## src/rtl/fast_counter_pkg.sv

```systemverilog
// -----------------------------------------------------------------------------
// fast_counter_pkg
// Shared definitions for the fast counter family.
//
// Contents:
//   DEFAULT_WIDTH  default counter/terminal width in bits
//   half_w()       width of one counter half (the counter is split in two)
//   cnt_state_e    registered match status of the counter against its terminal
//
// Optional feature macro used by the counters in this family:
//   FAST_UP_COUNTER_VALUE_OUT_EN
// -----------------------------------------------------------------------------
package fast_counter_pkg;

   localparam int DEFAULT_WIDTH = 32;

   // Width of one half of a split counter; callers keep WIDTH even.
   function automatic int half_w(input int width);
      return width / 2;
   endfunction

   // CS_AT_TERM means the count currently held equals the terminal value.
   typedef enum logic {
      CS_COUNT   = 1'b0,
      CS_AT_TERM = 1'b1
   } cnt_state_e;

endpackage

```

## src/rtl/carry_split_inc.sv

```systemverilog
// -----------------------------------------------------------------------------
// carry_split_inc
// Two-half incrementer with a registered low-half carry and per-half equality
// flags against a terminal value. It never does a full-width add or compare on
// the count: the high half only ever sees a registered carry, and the match of
// the next count is derived from half-width compares against terminal-minus-one.
//
// Ports:
//   clk          rising-edge clock
//   rst          synchronous active-high reset (count 0, terminal 0)
//   i_load       load a new terminal from i_loadVal and clear the count
//   i_loadVal    terminal value to load (WIDTH bits)
//   i_step       advance the count by one
//   i_clear      return the count to zero, keeping the terminal
//   o_cnt        current count (only with FAST_UP_COUNTER_VALUE_OUT_EN)
//   o_matchNext  whether the count after this edge will equal the terminal
//
// Priority of the controls: rst > i_load > i_clear > i_step.
// -----------------------------------------------------------------------------
module carry_split_inc
   import fast_counter_pkg::*;
#(
   parameter int WIDTH = DEFAULT_WIDTH
)(
   input  logic             clk,
   input  logic             rst,
   input  logic             i_load,
   input  logic [WIDTH-1:0] i_loadVal,
   input  logic             i_step,
   input  logic             i_clear,
`ifdef FAST_UP_COUNTER_VALUE_OUT_EN
   output logic [WIDTH-1:0] o_cnt,
`endif
   output logic             o_matchNext
);

   localparam int HW = half_w(WIDTH);
   localparam logic [HW-1:0] HALF_ONE   = {{(HW-1){1'b0}}, 1'b1};
   localparam logic [HW-1:0] HALF_PRE_C = {{(HW-1){1'b1}}, 1'b0};

   logic [HW-1:0] r_cntLo;
   logic [HW-1:0] r_cntHi;
   logic [HW-1:0] r_termLoM1;
   logic [HW-1:0] r_termHiM1;
   logic          r_termLoZero;
   logic          r_termHiZero;
   logic          r_loEq;
   logic          r_hiEq;
   logic          r_loCarry;

   logic [HW-1:0] w_loadLo;
   logic [HW-1:0] w_loadHi;
   logic          w_loadLoZero;
   logic          w_loadHiZero;
   logic          w_loEqStep;
   logic          w_hiEqStep;
   logic          w_loCarryStep;

   // Per-half flags describing the count one step ahead. Comparing the current
   // half against terminal-minus-one is the same as comparing the incremented
   // half against the terminal, without an adder in front of the comparator.
   // The high half only moves when the registered low carry says it will.
   always_comb begin
      w_loadLo      = i_loadVal[HW-1:0];
      w_loadHi      = i_loadVal[WIDTH-1:HW];
      w_loadLoZero  = (w_loadLo == '0);
      w_loadHiZero  = (w_loadHi == '0);
      w_loEqStep    = (r_cntLo == r_termLoM1);
      w_hiEqStep    = r_loCarry ? (r_cntHi == r_termHiM1) : r_hiEq;
      w_loCarryStep = (r_cntLo == HALF_PRE_C);
   end

   // Match status of whatever count this edge will produce, so the owner can
   // register it and have it valid in the very cycle the count lands on it.
   always_comb begin
      o_matchNext = r_loEq & r_hiEq;
      if (i_load) begin
         o_matchNext = w_loadLoZero & w_loadHiZero;
      end else if (i_clear) begin
         o_matchNext = r_termLoZero & r_termHiZero;
      end else if (i_step) begin
         o_matchNext = w_loEqStep & w_hiEqStep;
      end
   end

   // Count, terminal-derived constants and per-half flags. After reset both
   // count and terminal are zero, so the flags come up describing an equal
   // pair and terminal-minus-one is all ones. A clear reloads the equality
   // flags from the stored "terminal half is zero" bits.
   always_ff @(posedge clk) begin
      if (rst) begin
         r_cntLo      <= '0;
         r_cntHi      <= '0;
         r_termLoM1   <= '1;
         r_termHiM1   <= '1;
         r_termLoZero <= 1'b1;
         r_termHiZero <= 1'b1;
         r_loEq       <= 1'b1;
         r_hiEq       <= 1'b1;
         r_loCarry    <= 1'b0;
      end else if (i_load) begin
         r_cntLo      <= '0;
         r_cntHi      <= '0;
         r_termLoM1   <= w_loadLo - HALF_ONE;
         r_termHiM1   <= w_loadHi - HALF_ONE;
         r_termLoZero <= w_loadLoZero;
         r_termHiZero <= w_loadHiZero;
         r_loEq       <= w_loadLoZero;
         r_hiEq       <= w_loadHiZero;
         r_loCarry    <= 1'b0;
      end else if (i_clear) begin
         r_cntLo      <= '0;
         r_cntHi      <= '0;
         r_loEq       <= r_termLoZero;
         r_hiEq       <= r_termHiZero;
         r_loCarry    <= 1'b0;
      end else if (i_step) begin
         r_cntLo      <= r_cntLo + HALF_ONE;
         if (r_loCarry) begin
            r_cntHi   <= r_cntHi + HALF_ONE;
         end
         r_loEq       <= w_loEqStep;
         r_hiEq       <= w_hiEqStep;
         r_loCarry    <= w_loCarryStep;
      end
   end

`ifdef FAST_UP_COUNTER_VALUE_OUT_EN
   assign o_cnt = {r_cntHi, r_cntLo};
`endif

endmodule

```

## src/rtl/fast_up_counter.sv

```systemverilog
// -----------------------------------------------------------------------------
// fast_up_counter
// Loadable up-counter that counts from zero to a terminal value, flags when the
// terminal is reached and, on the next advance, wraps to zero with a one-cycle
// tick. Usable as a periodic event generator with period terminal+1 advances.
// The count is split into halves with registered carry and match so the wrap
// decision never depends on a full-width compare.
//
// Ports:
//   clk        rising-edge clock
//   rst        synchronous active-high reset, overrides everything
//   set        load terminal from set_val and clear the count
//   set_val    terminal value (WIDTH bits)
//   inc        advance the count by one
//   q          current count (only with FAST_UP_COUNTER_VALUE_OUT_EN)
//   q_reached  registered level: count equalled terminal in the previous cycle
//   tick       registered one-cycle pulse on wrap
//
// Optional feature macro: FAST_UP_COUNTER_VALUE_OUT_EN adds the q output.
// -----------------------------------------------------------------------------
module fast_up_counter
   import fast_counter_pkg::*;
#(
   parameter int WIDTH = DEFAULT_WIDTH
)(
   input  logic             clk,
   input  logic             rst,
   input  logic             set,
   input  logic [WIDTH-1:0] set_val,
   input  logic             inc,
`ifdef FAST_UP_COUNTER_VALUE_OUT_EN
   output logic [WIDTH-1:0] q,
`endif
   output logic             q_reached,
   output logic             tick
);

   cnt_state_e r_state;
   cnt_state_e w_stateNext;

   logic w_matchNext;
   logic w_atTerm;
   logic w_clear;
   logic w_step;
   logic r_qReached;
   logic r_tick;

   // The split incrementer owns the count and tells us, ahead of each edge,
   // whether the resulting count will sit on the terminal.
   carry_split_inc #(
      .WIDTH       (WIDTH)
   ) u_inc (
      .clk         (clk),
      .rst         (rst),
      .i_load      (set),
      .i_loadVal   (set_val),
      .i_step      (w_step),
      .i_clear     (w_clear),
`ifdef FAST_UP_COUNTER_VALUE_OUT_EN
      .o_cnt       (q),
`endif
      .o_matchNext (w_matchNext)
   );

   // Match status register. It starts at CS_AT_TERM because reset leaves both
   // count and terminal at zero, so an advance straight after reset wraps.
   always_ff @(posedge clk) begin
      if (rst) begin
         r_state <= CS_AT_TERM;
      end else begin
         r_state <= w_stateNext;
      end
   end

   // The next status simply follows the precomputed match of the next count.
   always_comb begin
      w_stateNext = CS_COUNT;
      if (w_matchNext) begin
         w_stateNext = CS_AT_TERM;
      end
   end

   // Steering of the incrementer. A set swallows any inc in the same cycle;
   // otherwise an inc either wraps (at terminal) or steps.
   always_comb begin
      w_atTerm = (r_state == CS_AT_TERM);
      w_clear  = inc & ~set & w_atTerm;
      w_step   = inc & ~set & ~w_atTerm;
   end

   // Registered outputs. q_reached reports the match of the count held in the
   // previous cycle; tick marks the wrapping inc. Both are forced low on a
   // set so a freshly loaded terminal is only reported from the next cycle.
   always_ff @(posedge clk) begin
      if (rst) begin
         r_qReached <= 1'b0;
         r_tick     <= 1'b0;
      end else if (set) begin
         r_qReached <= 1'b0;
         r_tick     <= 1'b0;
      end else begin
         r_qReached <= w_atTerm;
         r_tick     <= inc & w_atTerm;
      end
   end

   assign q_reached = r_qReached;
   assign tick      = r_tick;

endmodule

```

## config.mk

```make
export PLATFORM = sky130hd
export DESIGN_NAME = fast_up_counter
export DESIGN_NICKNAME = d
export VERILOG_FILES = /design/src/rtl/fast_counter_pkg.sv /design/src/rtl/carry_split_inc.sv /design/src/rtl/fast_up_counter.sv
export SDC_FILE = /design/constraint.sdc
export NUM_CORES = 1
export LEC_CHECK = 0
export CAP_MARGIN = 30
export CORE_UTILIZATION = 57
export CTS_CLUSTER_SIZE = 12
export DETAILED_ROUTE_END_ITERATION = 7
export PLACE_DENSITY = 0.85
export SYNTH_ARGS = -nofsm -noshare
export SYNTH_HDL_FRONTEND = slang
export SYNTH_SLANG_ARGS = --single-unit
```

## constraint.sdc

```tcl
create_clock -name clk -period 3.2 [get_ports clk]
set_input_delay 0.64 -clock clk [delete_from_list [all_inputs] [get_ports clk]]
set_output_delay 0.64 -clock clk [all_outputs]
set_load 0.01 [all_outputs]
```

==> flow_summary.json, run 1 <==
{
  "critPathBufInv": 2,
  "numCtsBuffers": 9,
  "die-area_um2": 6966,
  "floorplan.die.width_um": 83.46,
  "drv_slew": 0,
  "global_route_wire_length_before_repair_um": 14130,
  "fmax_mhz": 387.9,
  "initial_core_util": 0.5923,
  "routed_wl_um": 8073,
  "synth-seq-cells": 72,
  "count_of_max_cap_constraint_violations": 0,
  "type_of_element_capturing_the_critical_path": "register",
  "grt-ovfl-total": 0,
  "timing.critical_path.slowest_cell_delay_ns": 0.45,
  "period_share": 0.8055,
  "post-place-cells": 553,
  "syn-num-nets": 490,
  "final_count_of_hold_timing_violations": 0,
  "share_comb_of_total_power": 0.115,
  "finalNonFillerCells": 567,
  "drt-pass1-iter-count": 4,
  "mappedNetlistArea_um2": 3782,
  "switching_share": 0.2435,
  "synth_compound_gate_area_share": 0.08700,
  "final.min_clock_period_ns": 2.578,
  "net_switching_component_of_the_power_uw": 447.4,
  "via_count_of_the_first_global_routing_pass": 3074,
  "timing.critical_path.fanout_max": 5,
  "all_layer_gr_usage": 0.2482,
  "irDropWorstVdd_mv": 0.2416,
  "clk_pin_slew_ns": 0.07,
  "tightest_slew_ns": 0.6284,
  "area.growth.synth_to_final_pct": 17.17,
  "routabilityCongestion": 0.7958,
  "total_number_of_nets_in_the_final_design": 530,
  "slew_headroom": 0.5772,
  "status": "complete, no violations",
  "cts_tree": "yes",
  "synth.yosys.warnings": 0,
  "synthDistinctLibCells": 42,
  "timing.critical_path.required_ns": 3.44,
  "cell_internal_pwr_uw": 1390,
  "drtIter0Drc": 166,
  "synth-async-reset-ratio": 0,
  "clk_root_buffer_cell": "sky130_fd_sc_hd__clkbuf_8",
  "vias": 3206,
  "clkPwrFrac": 0.364,
  "standard_cell_row_count": 29,
  "worst_skew_pair.late_latency_ns": 0.34,
  "seq_area_frac_synth": 0.3811,
  "power_leakage_uw": 0.001530,
  "synth_adder_area_share": 0.02316,
  "finalInstanceArea_um2": 4432,
  "cp_slowest_cell": "sky130_fd_sc_hd__clkdlybuf4s50_1",
  "ioPinCount": 38,
  "rsz0062_at_grt": "false",
  "largest_net_degree_at_the_start_of_global_routing": 66,
  "drt-wirelength-per-cell_um": 14.24,
  "synth-edff-count": 0,
  "ant_nets": 0,
  "arrival_ns": 2.82,
  "postPlaceCellArea_um2": 4257,
  "timing.hold.worst.class": "register to register",
  "cpLargestDelayFamily": "simple AND/OR/NAND/NOR gates",
  "die_height_um": 83.46,
  "synth_top_flop_cell": "sky130_fd_sc_hd__dfxtp_1",
  "setup_viol_count_final": 0,
  "post-cts-setup-buffer-count": 0,
  "synth_top_family_by_area": "simple AND/OR/NAND/NOR gates",
  "postCtsResizedCells": 0,
  "io_buffers": 37,
  "postSynthAreaPerCell_um2": 8.462,
  "synth.mux.area_fraction": 0.002646,
  "clock_tree.buffer_depth": 2,
  "yosys.area_share.simple": 0.2888,
  "final.setup.tns_ns": 0,
  "syn-instance-count": 447,
  "yosys.area_share.xor_xnor": 0.1899,
  "setup_crit_start_kind": "input pin",
  "worst-setup-path-type": "input pin to register",
  "num_antenna_cells": 0,
  "cts-hold-fix-buffers": 0,
  "initial_antenna_violation_count": 0,
  "totalPowerFinal_uw": 1837,
  "placeableCoreArea_um2": 6386,
  "numClockSinks": 72,
  "worstPathCellList": "clkdlybuf4s50_1, or3_4, or4_1, buf_4, nor4_1, xor2_1, a211o_1",
  "cts.htree.levels": 3,
  "dpl_worst_slack_ns": 0.2605,
  "power-per-cell-area_nw_per_um2": 414.6,
  "final_setup_margin_ns": 0.6223,
  "dp.final_hpwl_um": 5865,
  "fin_worst_skew_ns": 0.006712,
  "drc": 0,
  "drt-vias-per-instance": 5.654,
  "share_of_layout_cells_above_drive_strength_1": 0.08163,
  "power.share.sequential": 0.521
}
-- state kept, by name (all words and copies together) (netlist names) --
register and flops:
q_reached 1, r_state 1, tick 1, u_inc.r_cntHi 16, u_inc.r_cntLo 16, u_inc.r_hiEq 1
u_inc.r_loCarry 1, u_inc.r_loEq 1, u_inc.r_termHiM1 16, u_inc.r_termHiZero 1, u_inc.r_termLoM1 16, u_inc.r_termLoZero 1
-- cells in the mapped netlist (all sizes together), types with 4 or more instances --
master | n | area [um^2]
a31oi | 4 | 25.02
or3 | 5 | 36.28
nor2b | 12 | 75.07
and4 | 6 | 52.55
and2 | 5 | 31.28
inv | 7 | 26.28
or2 | 9 | 56.30
dfxtp | 72 | 1441
nor2 | 51 | 191.4
nand2 | 26 | 97.59
nand3 | 18 | 90.09
buf | 6 | 25.02
xor2 | 29 | 254.0
nor4 | 12 | 75.07
and3 | 6 | 37.54
a211o | 9 | 80.08
nand2b | 16 | 100.1
a21oi | 20 | 100.1
o21ai | 14 | 70.07
or4 | 4 | 37.53
ha | 7 | 87.58
nand4 | 14 | 87.58
xnor2 | 53 | 464.2
clkbuf | 14 | 52.55
nor3 | 14 | 70.07
-- placed cells by master, fill, tap and decap left out, types with 2 or more instances in the layout --
master / n
sky130_fd_sc_hd__and4_1: 6
sky130_fd_sc_hd__inv_1: 7
sky130_fd_sc_hd__or2_2: 9
sky130_fd_sc_hd__or4_1: 2
sky130_fd_sc_hd__nor2b_1: 12
sky130_fd_sc_hd__nor2_1: 51
sky130_fd_sc_hd__or3_1: 4
sky130_fd_sc_hd__and3_1: 6
sky130_fd_sc_hd__or4_4: 2
sky130_fd_sc_hd__buf_4: 12
sky130_fd_sc_hd__o21ai_0: 14
sky130_fd_sc_hd__nand4_1: 14
sky130_fd_sc_hd__and2_1: 4
sky130_fd_sc_hd__dfxtp_1: 72
sky130_fd_sc_hd__clkinv_2: 2
sky130_fd_sc_hd__nor4_1: 12
sky130_fd_sc_hd__nand3b_1: 2
sky130_fd_sc_hd__a21oi_1: 20
sky130_fd_sc_hd__clkbuf_8: 9
sky130_fd_sc_hd__a211o_1: 8
sky130_fd_sc_hd__clkdlybuf4s50_1: 36
sky130_fd_sc_hd__nor3_1: 14
sky130_fd_sc_hd__ha_1: 7
sky130_fd_sc_hd__a31oi_1: 4
sky130_fd_sc_hd__o211ai_1: 2
sky130_fd_sc_hd__nand2_1: 26
sky130_fd_sc_hd__xor2_1: 29
sky130_fd_sc_hd__nand3_1: 18
sky130_fd_sc_hd__xnor2_1: 53
sky130_fd_sc_hd__nand2b_1: 16
-- stage by stage --
step	utilization	hold WS (ns)
floorplan	-	0.4438
global placement	0.6665	0.4639
detailed placement	0.6665	0.4752
CTS	0.6940	0.5001
global route	0.6940	0.5322
finish	0.6940	0.5116
-- logic make-up (layout without fill, tap and decap cells) --
logic type               Yosys count  after routing
AO/OA/AOI/OAI                     54             54
XOR/XNOR                          82             82
flip-flops                        72             72
AND/OR/NAND/NOR                  204            204
multiplexers                       1              1
buffers and inverters             27             70
adder cells (fa/ha/maj)            7              7
-- path summary, 6_finish.rpt --
kind | start | endpoint | slack (ns) | depth (start not counted)
worst min-delay path | u_inc.r_termLoZero | u_inc.r_termLoZero | 0.51 | 2
worst max register to register | r_state | u_inc.r_cntHi[15] | 1.39 | 5
worst max-delay path | set_val[18] | u_inc.r_termHiM1[13] | 0.62 | 7
worst min register to register | u_inc.r_termLoZero | u_inc.r_termLoZero | 0.51 | 2
-- power by group through the flow --
stage               clock [uW]  sequential (uW)  combinational, uW
floorplan                    0              966                127
global placement             0              975                202
detailed placement           0              976                209
CTS                        672              956                212
global route               712              960                236
finish                     668              957                212
-- cell type report --
type / instances / area, um^2
multi-input combinational: 348 / 2237
fill: 496 / 1954
sequential: 72 / 1441
timing repair buffer: 49 / 455.4
clock buffer: 10 / 127.6
tap: 77 / 96.34
clock inverter: 4 / 47.55
inverter: 7 / 26.28
-- worst reg2reg max path, cell delays in order, from the launching register on --
cell	delay (ns)
sky130_fd_sc_hd__dfxtp_1	0.40
sky130_fd_sc_hd__nand4bb_1	0.29
sky130_fd_sc_hd__nor4_1	0.62
sky130_fd_sc_hd__nand3_1	0.18
sky130_fd_sc_hd__xor2_1	0.17
sky130_fd_sc_hd__nor2_1	0.06
-- routing by layer --
metal,routed length (um),vias up,global-route usage
met5,0,-,0
met4,138,0,0.09553
met3,342,11,0.03264
met2,3726,71,0.3905
met1,3865,1507,0.3475
li1,-,1617,-
(Power assumes the default switching activity.)
==> inputs of run 2 (changes only) <==
--- a/config.mk
+++ b/config.mk
@@ -6,10 +6,10 @@
 export NUM_CORES = 1
 export LEC_CHECK = 0
 export CAP_MARGIN = 30
-export CORE_UTILIZATION = 57
+export CORE_UTILIZATION = 51
 export CTS_CLUSTER_SIZE = 12
 export DETAILED_ROUTE_END_ITERATION = 7
-export PLACE_DENSITY = 0.85
+export PLACE_DENSITY = 0.81
 export SYNTH_ARGS = -nofsm -noshare
 export SYNTH_HDL_FRONTEND = slang
 export SYNTH_SLANG_ARGS = --single-unit
==> constraint.sdc (replaced) <==
create_clock -name clk -period 2.3 [get_ports clk]
set_input_delay 0.46 -clock clk [delete_from_list [all_inputs] [get_ports clk]]
set_output_delay 0.46 -clock clk [all_outputs]
set_load 0.01 [all_outputs]
==> flow_summary.json, run 2 (synthesis results as in run 1) <==
{
  "power_leakage_uw": 0.001654,
  "drt-pass1-iter-count": 5,
  "die_height_um": 88.12,
  "floorplan.die.width_um": 88.12,
  "fmax_mhz": 456.0,
  "via_count_of_the_first_global_routing_pass": 3098,
  "total_number_of_nets_in_the_final_design": 548,
  "ant_nets": 0,
  "detailroute.wirelength.met3_um": 383,
  "setup_viol_count_final": 0,
  "drtIter0Drc": 174,
  "type_of_element_capturing_the_critical_path": "register",
  "count_of_max_cap_constraint_violations": 0,
  "top_layer_used": "met4",
  "standard_cell_row_count": 31,
  "period_share": 0.9534,
  "finalInstanceArea_um2": 4658,
  "routabilityCongestion": 0.8121,
  "met2WireLength_um": 3849,
  "grt-ovfl-total": 0,
  "final.min_clock_period_ns": 2.193,
  "clk_root_buffer_cell": "sky130_fd_sc_hd__clkbuf_8",
  "drv_slew": 0,
  "status": "complete, no violations",
  "postPlaceCellArea_um2": 4419,
  "final.setup.tns_ns": 0,
  "worst-setup-path-type": "input pin to register",
  "most_frequent_cells_in_the_layout": "sky130_fd_sc_hd__dfxtp_1 (72), sky130_fd_sc_hd__xnor2_1 (52), sky130_fd_sc_hd__nor2_1 (51)",
  "placeableCoreArea_um2": 7214,
  "drt-wirelength-per-cell_um": 13.70,
  "irDropWorstVdd_mv": 0.4477,
  "share_of_layout_cells_above_drive_strength_1": 0.1216,
  "routed_wl_um": 8343,
  "n_fill_cell": 622,
  "drc": 0,
  "totalPowerFinal_uw": 2781,
  "global_route_wire_length_before_repair_um": 14030,
  "timing.hold.worst.class": "register to register",
  "post-cts-setup-buffer-count": 0,
  "cts.htree.levels": 3,
  "clock_tree.buffer_depth": 2,
  "arrival_ns": 2.44,
  "initial_core_util": 0.5243,
  "timing.critical_path.required_ns": 2.55,
  "dp.final_hpwl_um": 6093,
  "mostFrequentLayoutCell": "sky130_fd_sc_hd__dfxtp_1",
  "all_layer_gr_usage": 0.2338,
  "fin_worst_skew_ns": 0.01181,
  "vias": 3282,
  "numCtsBuffers": 9,
  "setup_crit_start_kind": "input pin",
  "num_antenna_cells": 0,
  "numClockSinks": 72,
  "largest_net_degree_at_the_start_of_global_routing": 65,
  "ioPinCount": 38,
  "fin_hold_ws_ns": 0.4841,
  "area.growth.synth_to_final_pct": 23.16,
  "tightest_slew_ns": 0.5673,
  "slew_headroom": 0.6218,
  "clk_pin_slew_ns": 0.08,
  "wirelength_met1_um": 3921,
  "power-per-cell-area_nw_per_um2": 596.9,
  "rsz0062_at_grt": "false",
  "io_buffers": 37,
  "drt-vias-per-instance": 5.389,
  "worst_skew_pair.late_latency_ns": 0.35,
  "initial_antenna_violation_count": 0,
  "cts_tree": "yes",
  "final_count_of_hold_timing_violations": 0,
  "timing.critical_path.fanout_max": 2,
  "die-area_um2": 7765
}
==> run 2: cell count changes in the layout (fill, tap and decap cells not counted), sizes merged <==
| cell | change |
|---|---|
| buf | +18 |
| clkdlybuf4s50 | -3 |
| dlygate4sd2 | +3 |
| clkbuf | +2 |
| bufinv | +1 |
| clkinv | -1 |
==> run 2: worst max-delay path, cell delays in order <==
cell                            delay, ns
sky130_fd_sc_hd__dlygate4sd2_1       0.24
sky130_fd_sc_hd__or3_4               0.39
sky130_fd_sc_hd__or4_4               0.43
sky130_fd_sc_hd__or4_4               0.44
sky130_fd_sc_hd__xnor2_2             0.15
sky130_fd_sc_hd__a211o_2             0.32
==> run 2: per-stage QoR <==
step	instances	util	setup slack (ns)
3_5_place_dp	593	0.6126	-0.4336
3_3_place_gp	593	0.6126	-0.3898
4_1_cts	609	0.6457	0.02675
2_1_floorplan	447	-	-0.04383
6_report	609	0.6457	0.1071
5_1_grt	609	0.6457	0.09040
==> run 2: repair_timing <==
action                                  in CTS  in global routing
pin swaps                                    2                  1
gates cloned                                 0                  0
resized for setup                            5                  0
endpoints found under the hold margin        0                  0
endpoints found under the setup margin       2                  1
hold buffers                                 0                  0
==> run 2: layer usage <==
metal,up-vias,GRT usage
met2,94,0.3566
li1,1655,-
met1,1512,0.3111
met5,-,0
met3,21,0.06126
met4,0,0.1041
==> run 2: cell type report <==
class | count | area [um^2] | area share
Clock buffer | 12 | 155.1 | 0.03331
Clock inverter | 4 | 76.32 | 0.01638
Inverter | 7 | 26.28 | 0.005641
Multi-Input combinational cell | 348 | 2248 | 0.4827
Sequential cell | 72 | 1441 | 0.3094
Tap cell | 99 | 123.9 | 0.02659
Timing Repair Buffer | 67 | 586.8 | 0.1260
==> run 2: power breakdown <==
group	switching (uW)	internal, uW	total, uW
clock	464	672	1140
sequential	38.1	1290	1330
combinational	144	171	314
total	646	2130	2780
==> run 2: final timing paths <==
path | startpoint | endpoint | slack, ns | cells after the start
worst max-delay path | set_val[16] | u_inc.r_termHiM1[9] | 0.11 | 6
worst min-delay path | u_inc.r_termLoZero | u_inc.r_termLoZero | 0.48 | 2
worst max register to register | r_state | u_inc.r_cntHi[15] | 0.55 | 6
worst min register to register | u_inc.r_termLoZero | u_inc.r_termLoZero | 0.48 | 2
